File: config.mk
export PLATFORM = sky130hd
export DESIGN_NAME = parking_sensor_gen
export DESIGN_NICKNAME = d
export VERILOG_FILES = /design/src/rtl/parking_sensor_gen.sv
export SDC_FILE = /design/constraint.sdc
export NUM_CORES = 1
export LEC_CHECK = 0
export ABC_AREA = 1
export CAP_MARGIN = 30
export CORE_AREA = 8 8 75 77
export CTS_CLUSTER_DIAMETER = 40
export CTS_CLUSTER_SIZE = 20
export DETAILED_ROUTE_END_ITERATION = 10
export DIE_AREA = 0 0 83 85
export GPL_TIMING_DRIVEN = 0
export RECOVER_POWER = 100
export SYNTH_ARGS = -nofsm -noshare
export SYNTH_HDL_FRONTEND = slang
export SYNTH_SLANG_ARGS = --single-unit
File: constraint.sdc
create_clock -name clk -period 3.8 [get_ports clk]
set_input_delay 0.57 -clock clk [delete_from_list [all_inputs] [get_ports clk]]
set_output_delay 0.57 -clock clk [all_outputs]
set_load 0.02 [all_outputs]
File: src/rtl/parking_sensor_gen.sv
// Turns vehicle commands (entry, exit, aborted entry/exit) into the a/b sensor
// waveform seen by the parking FSM, and tracks the expected occupancy count.
module parking_sensor_gen #(
  parameter int DWELL_W = 8,
  parameter int CNT_W   = 4
) (
  input  logic               clk,
  input  logic               reset,
  input  logic               cmd_valid,
  output logic               cmd_ready,
  input  logic [1:0]         cmd_type,
  input  logic [DWELL_W-1:0] dwell,
  output logic               a,
  output logic               b,
  output logic               busy,
  output logic               done,
  output logic [CNT_W-1:0]   model_count
);

  typedef enum logic {IDLE, RUN} state_t;

  localparam logic [1:0] T_ENTRY = 2'b00;
  localparam logic [1:0] T_EXIT  = 2'b01;

  state_t             state_q, state_d;
  logic [1:0]         type_q, type_d;
  logic [1:0]         phase_q, phase_d;
  logic [DWELL_W-1:0] left_q, left_d;
  logic [DWELL_W-1:0] dlen_q, dlen_d;
  logic [1:0]         ab_q, ab_d;
  logic               done_q, done_d;
  logic [CNT_W-1:0]   count_q, count_d;

  logic [DWELL_W-1:0] dwell_eff;
  logic [1:0]         last_phase;

  // {a,b} drive for a given command type and phase index
  function automatic logic [1:0] phase_ab(input logic [1:0] t, input logic [1:0] p);
    logic [1:0] r;
    r = 2'b00;
    case (t)
      2'b00: case (p)
               2'd0: r = 2'b10;
               2'd1: r = 2'b11;
               2'd2: r = 2'b01;
               default: r = 2'b00;
             endcase
      2'b01: case (p)
               2'd0: r = 2'b01;
               2'd1: r = 2'b11;
               2'd2: r = 2'b10;
               default: r = 2'b00;
             endcase
      2'b10: r = (p == 2'd0) ? 2'b10 : 2'b00;
      default: r = (p == 2'd0) ? 2'b01 : 2'b00;
    endcase
    return r;
  endfunction

  function automatic logic [CNT_W-1:0] next_count(input logic [CNT_W-1:0] c,
                                                  input logic [1:0] t);
    logic [CNT_W-1:0] r;
    r = c;
    if (t == T_ENTRY && c != {CNT_W{1'b1}}) r = c + CNT_W'(1);
    if (t == T_EXIT && c != '0)             r = c - CNT_W'(1);
    return r;
  endfunction

  assign dwell_eff  = (dwell == '0) ? DWELL_W'(1) : dwell;
  assign last_phase = type_q[1] ? 2'd1 : 2'd3;

  always_comb begin
    state_d = state_q;
    type_d  = type_q;
    phase_d = phase_q;
    left_d  = left_q;
    dlen_d  = dlen_q;
    ab_d    = ab_q;
    done_d  = 1'b0;
    count_d = count_q;
    case (state_q)
      IDLE: begin
        ab_d = 2'b00;
        if (cmd_valid) begin
          state_d = RUN;
          type_d  = cmd_type;
          dlen_d  = dwell_eff;
          left_d  = dwell_eff - DWELL_W'(1);
          phase_d = 2'd0;
          ab_d    = phase_ab(cmd_type, 2'd0);
        end
      end
      default: begin
        if (left_q != '0) begin
          left_d = left_q - DWELL_W'(1);
        end else if (phase_q == last_phase) begin
          // final (0,0) phase has run its full dwell; count moves with done
          state_d = IDLE;
          done_d  = 1'b1;
          ab_d    = 2'b00;
          count_d = next_count(count_q, type_q);
        end else begin
          phase_d = phase_q + 2'd1;
          left_d  = dlen_q - DWELL_W'(1);
          ab_d    = phase_ab(type_q, phase_q + 2'd1);
        end
      end
    endcase
  end

  always_ff @(posedge clk or posedge reset) begin
    if (reset) begin
      state_q <= IDLE;
      type_q  <= 2'b00;
      phase_q <= 2'd0;
      left_q  <= '0;
      dlen_q  <= '0;
      ab_q    <= 2'b00;
      done_q  <= 1'b0;
      count_q <= '0;
    end else begin
      state_q <= state_d;
      type_q  <= type_d;
      phase_q <= phase_d;
      left_q  <= left_d;
      dlen_q  <= dlen_d;
      ab_q    <= ab_d;
      done_q  <= done_d;
      count_q <= count_d;
    end
  end

  assign busy        = (state_q == RUN);
  assign cmd_ready   = ~busy;
  assign a           = ab_q[1];
  assign b           = ab_q[0];
  assign done        = done_q;
  assign model_count = count_q;

endmodule
==> run_results.csv <==
group,metric,value,unit
synth,postSynthCellCount,230,
synth,ys_ff_latch,28,
grt,grt_max_degree,20,
timing,tightest_slew,1.07,ns
grt,top_usage_layer,"met2",
floorplanning,die_area,7060,um2
floorplanning,die-height,85,um
detailed_routing,post_drt_wl_per_cell,12.5,um
layout,fill_cells,475,
hold_path,hold_class,"flop to flop",
critical_path,critPathSlowestCell,"clkbuf_1",
timing,slew_violations,0,
clocking,max-clock-path-buffers,2,
critical_path,reg2reg_from,"left_q[5]",
layout,antenna_cells,0,
place,dp_hpwl,3030,um
floorplanning,start_util,37.4,%
critical_path,cp-endpoint,"left_q[6]",
critical_path,start_kind,"flop",
power,design_power_total,1.19,mW
timing,finalSetupTns,0,ns
grt,grt_first_pass_wirelength,7000,um
synth,post_synth.cell_area_avg,7.37,um2
synth,syn_area,1690,um2
synth,ys_warn_count,0,
grt,gr-usage-met3,2.30,%
layout,multiInputGateArea,832,um2
critical_path,critical_path.max_stage_delay,0.50,ns
grt,grt-ovfl-total,0,
clocking,post_cts_buffers,0,
place,port_buffers,21,
synth,synth-seq-area-share,41.4,%
timing,finalCritPeriodShare,63.4,%
synth,syn-num-nets,248,
power,powerDensity,589,nW/um2
place,gp_congestion,0.847,
clocking,cts.sinks,28,
layout,drive_gt1_share,7.42,%
clocking,htree_levels,1,
layout,seq_area,701,um2
status,status,"finished clean",
power,irDropWorstVdd,0.188,mV
layout,nNetsFinal,275,
clocking,cts_tree,"built",
flow_run,max_cap_violations,0,
floorplanning,top_level_ports,22,
clocking,postCtsHoldBufs,0,
timing,finalSetupViolCount,0,
detailed_routing,drt-total-wl,3880,um
timing,max_freq,415,MHz
critical_path,critPathTopFamily,"simple AND/OR/NAND/NOR gates",
detailed_routing,via_per_inst,4.91,
timing,period_minus_slack,2.41,ns
critical_path,crit_required,3.98,ns
grt,met2_usage,20.5,%
critical_path,end_kind,"flop",
grt,track_usage,11.7,%
critical_path,crit_cells,14,
critical_path,cp_common_cell,"nand2_1",
clocking,root_buffer,"clkbuf_8",
critical_path,crit_start,"left_q[5]",
power,leakagePower,0.952,nW
critical_path,reg2reg_depth,14,
synth,ys_types,30,
grt,antenna_found_initial,0,
detailed_routing,drc,0,
floorplanning,core-area,4540,um2
floorplanning,rows,25,
clocking,post_cts_resized,0,
clocking,numCtsBuffers,3,
critical_path,path_class,"flop to flop",
clocking,clk_pin_slew,0.10,ns
detailed_routing,ant_nets,0,
timing,clock_skew,0.00886,ns
detailed_routing,vias,1521,
grt,use_met1,14.0,%
clocking,clk_latency,0.28,ns
detailed_routing,first_pass_iters,4,
layout,area_growth,19.6,%
critical_path,r2r_slack,1.39,ns
critical_path,cp_cell_sequence,"nor2_1 > nand2_1 > nor2_1 > clkbuf_1 > nand2_2 > nand2_2 > nand2_1 > ha_1 > nand2_1 > nor2_1 > nand2_1 > nand2_1 > nand3_1 > nand2_1",
timing,hold_violations,0,
critical_path,critPathBufInv,1,
timing,rsz0062_at_grt,"false",
critical_path,cp_max_fo,10,
critical_path,r2r_end,"left_q[6]",
floorplanning,die_w,83,um
grt,grt_pass1_vias,1524,
timing,slew_headroom,28.9,%
detailed_routing,drtIter0Drc,41,
critical_path,arrival,2.59,ns
metrics by stage:
step                      setup WS (ns)  utilization [%]  instances  hold slack (ns)  area [um2]
final                              1.39             44.7        310            0.481        2030
after global routing               1.11             44.7        310            0.496        2030
after CTS                          1.52             45.7        310            0.488        2070
after detailed placement           1.51             44.1        306            0.461        2000
after global placement             1.50             43.5        305            0.459        1970
after floorplan                    1.84                -        230            0.442        1690
cell families (layout without fill, tap and decap cells):
family,after synthesis,in the layout,synth area share (%)
AO/OA/AOI/OAI,31,31,10.1
AND/OR/NAND/NOR,128,128,32.5
flip-flops,28,28,41.4
buffers and inverters,32,58,8.79
XOR/XNOR,6,6,3.10
adder cells (fa/ha/maj),5,5,4.14
worst min-delay path by stage:
| stage | start | end | slack, ns | cells past startpoint |
|---|---|---|---|---|
| after floorplan | dlen_q[3] | dlen_q[3] | 0.44 | 2 |
| after global placement | dlen_q[7] | dlen_q[7] | 0.46 | 2 |
| after detailed placement | dlen_q[7] | dlen_q[7] | 0.46 | 2 |
| after CTS | dlen_q[7] | dlen_q[7] | 0.49 | 2 |
| after global routing | dlen_q[7] | dlen_q[7] | 0.50 | 2 |
| final | dlen_q[7] | dlen_q[7] | 0.48 | 2 |
metal layers:
layer  vias up  wire length, um
met1       708             1840
met2        34             1880
met5         -                0
met3         4              129
met4         0               32
li1        775                -
state kept, by name, indices dropped and copies added (netlist names):
| name | flops |
|---|---|
| type_q | 2 |
| dlen_q | 8 |
| left_q | 8 |
| model_count | 4 |
| ab_q | 2 |
| phase_q | 2 |
| done | 1 |
| busy | 1 |
worst register-to-register path, cell delays in order, from the launching register on:
cell      delay (ns)
dfrtp_1         0.42
nor2_1          0.12
nand2_1         0.08
nor2_1          0.29
clkbuf_1        0.50
nand2_2         0.09
nand2_2         0.07
nand2_1         0.11
ha_1            0.25
nand2_1         0.09
nor2_1          0.07
nand2_1         0.06
nand2_1         0.05
nand3_1         0.06
nand2_1         0.05
synthesized netlist by cell type:
master     n  area (um2)
nand2_1   65         244
nor2_1    34         128
dfrtp_1   28         701
inv_1     24        90.1
o21ai_0   15        75.1
nand2_2   10        62.6
nand3_1    9        45.0
a21oi_1    8        40.0
a31oi_1    4        25.0
ha_1       4        50.1
xor2_1     4        35.0
buf_6      3        33.8
inv_2      2        7.51
nand4_1    2        12.5
nor2_2     2        12.5
xnor2_1    2        17.5
a31o_1     1        8.76
buf_4      1        7.51
clkbuf_1   1        3.75
fa_1       1        20.0
inv_4      1        6.26
nand2_4    1        11.3
nand3_2    1        10.0
nand3b_1   1        7.51
nor3_1     1        5.00
nor4_1     1        6.26
o21ai_1    1        5.00
o21ai_2    1        8.76
o311ai_0   1        8.76
or2_0      1        6.26
layout by cell type (no fill, tap or decap), types with 2 or more instances in the layout:
| cell type | synthesis | final |
|---|---|---|
| nand2_1 | 65 | 68 |
| nor2_1 | 34 | 36 |
| clkbuf_8 | 0 | 3 |
| nand4_1 | 2 | 2 |
| xor2_1 | 4 | 4 |
| a21oi_1 | 8 | 8 |
| dlygate4sd3_1 | 0 | 11 |
| ha_1 | 4 | 4 |
| o21ai_0 | 15 | 15 |
| clkdlybuf4s50_1 | 0 | 10 |
| dfrtp_1 | 28 | 28 |
| xnor2_1 | 2 | 2 |
| inv_1 | 24 | 25 |
| nand2_2 | 10 | 7 |
| clkbuf_1 | 1 | 3 |
| nand3_1 | 9 | 9 |
| a31oi_1 | 4 | 4 |
| buf_6 | 3 | 2 |
layout make-up:
class	instances	area share, %
multi-input cells	170	41.0
clock buffers	3	2.04
inverters	27	5.12
flip-flops and latches	28	34.6
repair buffers	22	10.6
clock inverters	1	1.48
plain buffers	5	1.85
well taps	54	3.33
report_power, final:
group,switching [mW],internal (mW)
Combinational,0.273,0.197
Sequential,0.0862,0.400
Clock,0.0964,0.141
Total,0.456,0.738
No activity file was read; power rests on OpenSTA's default activity.
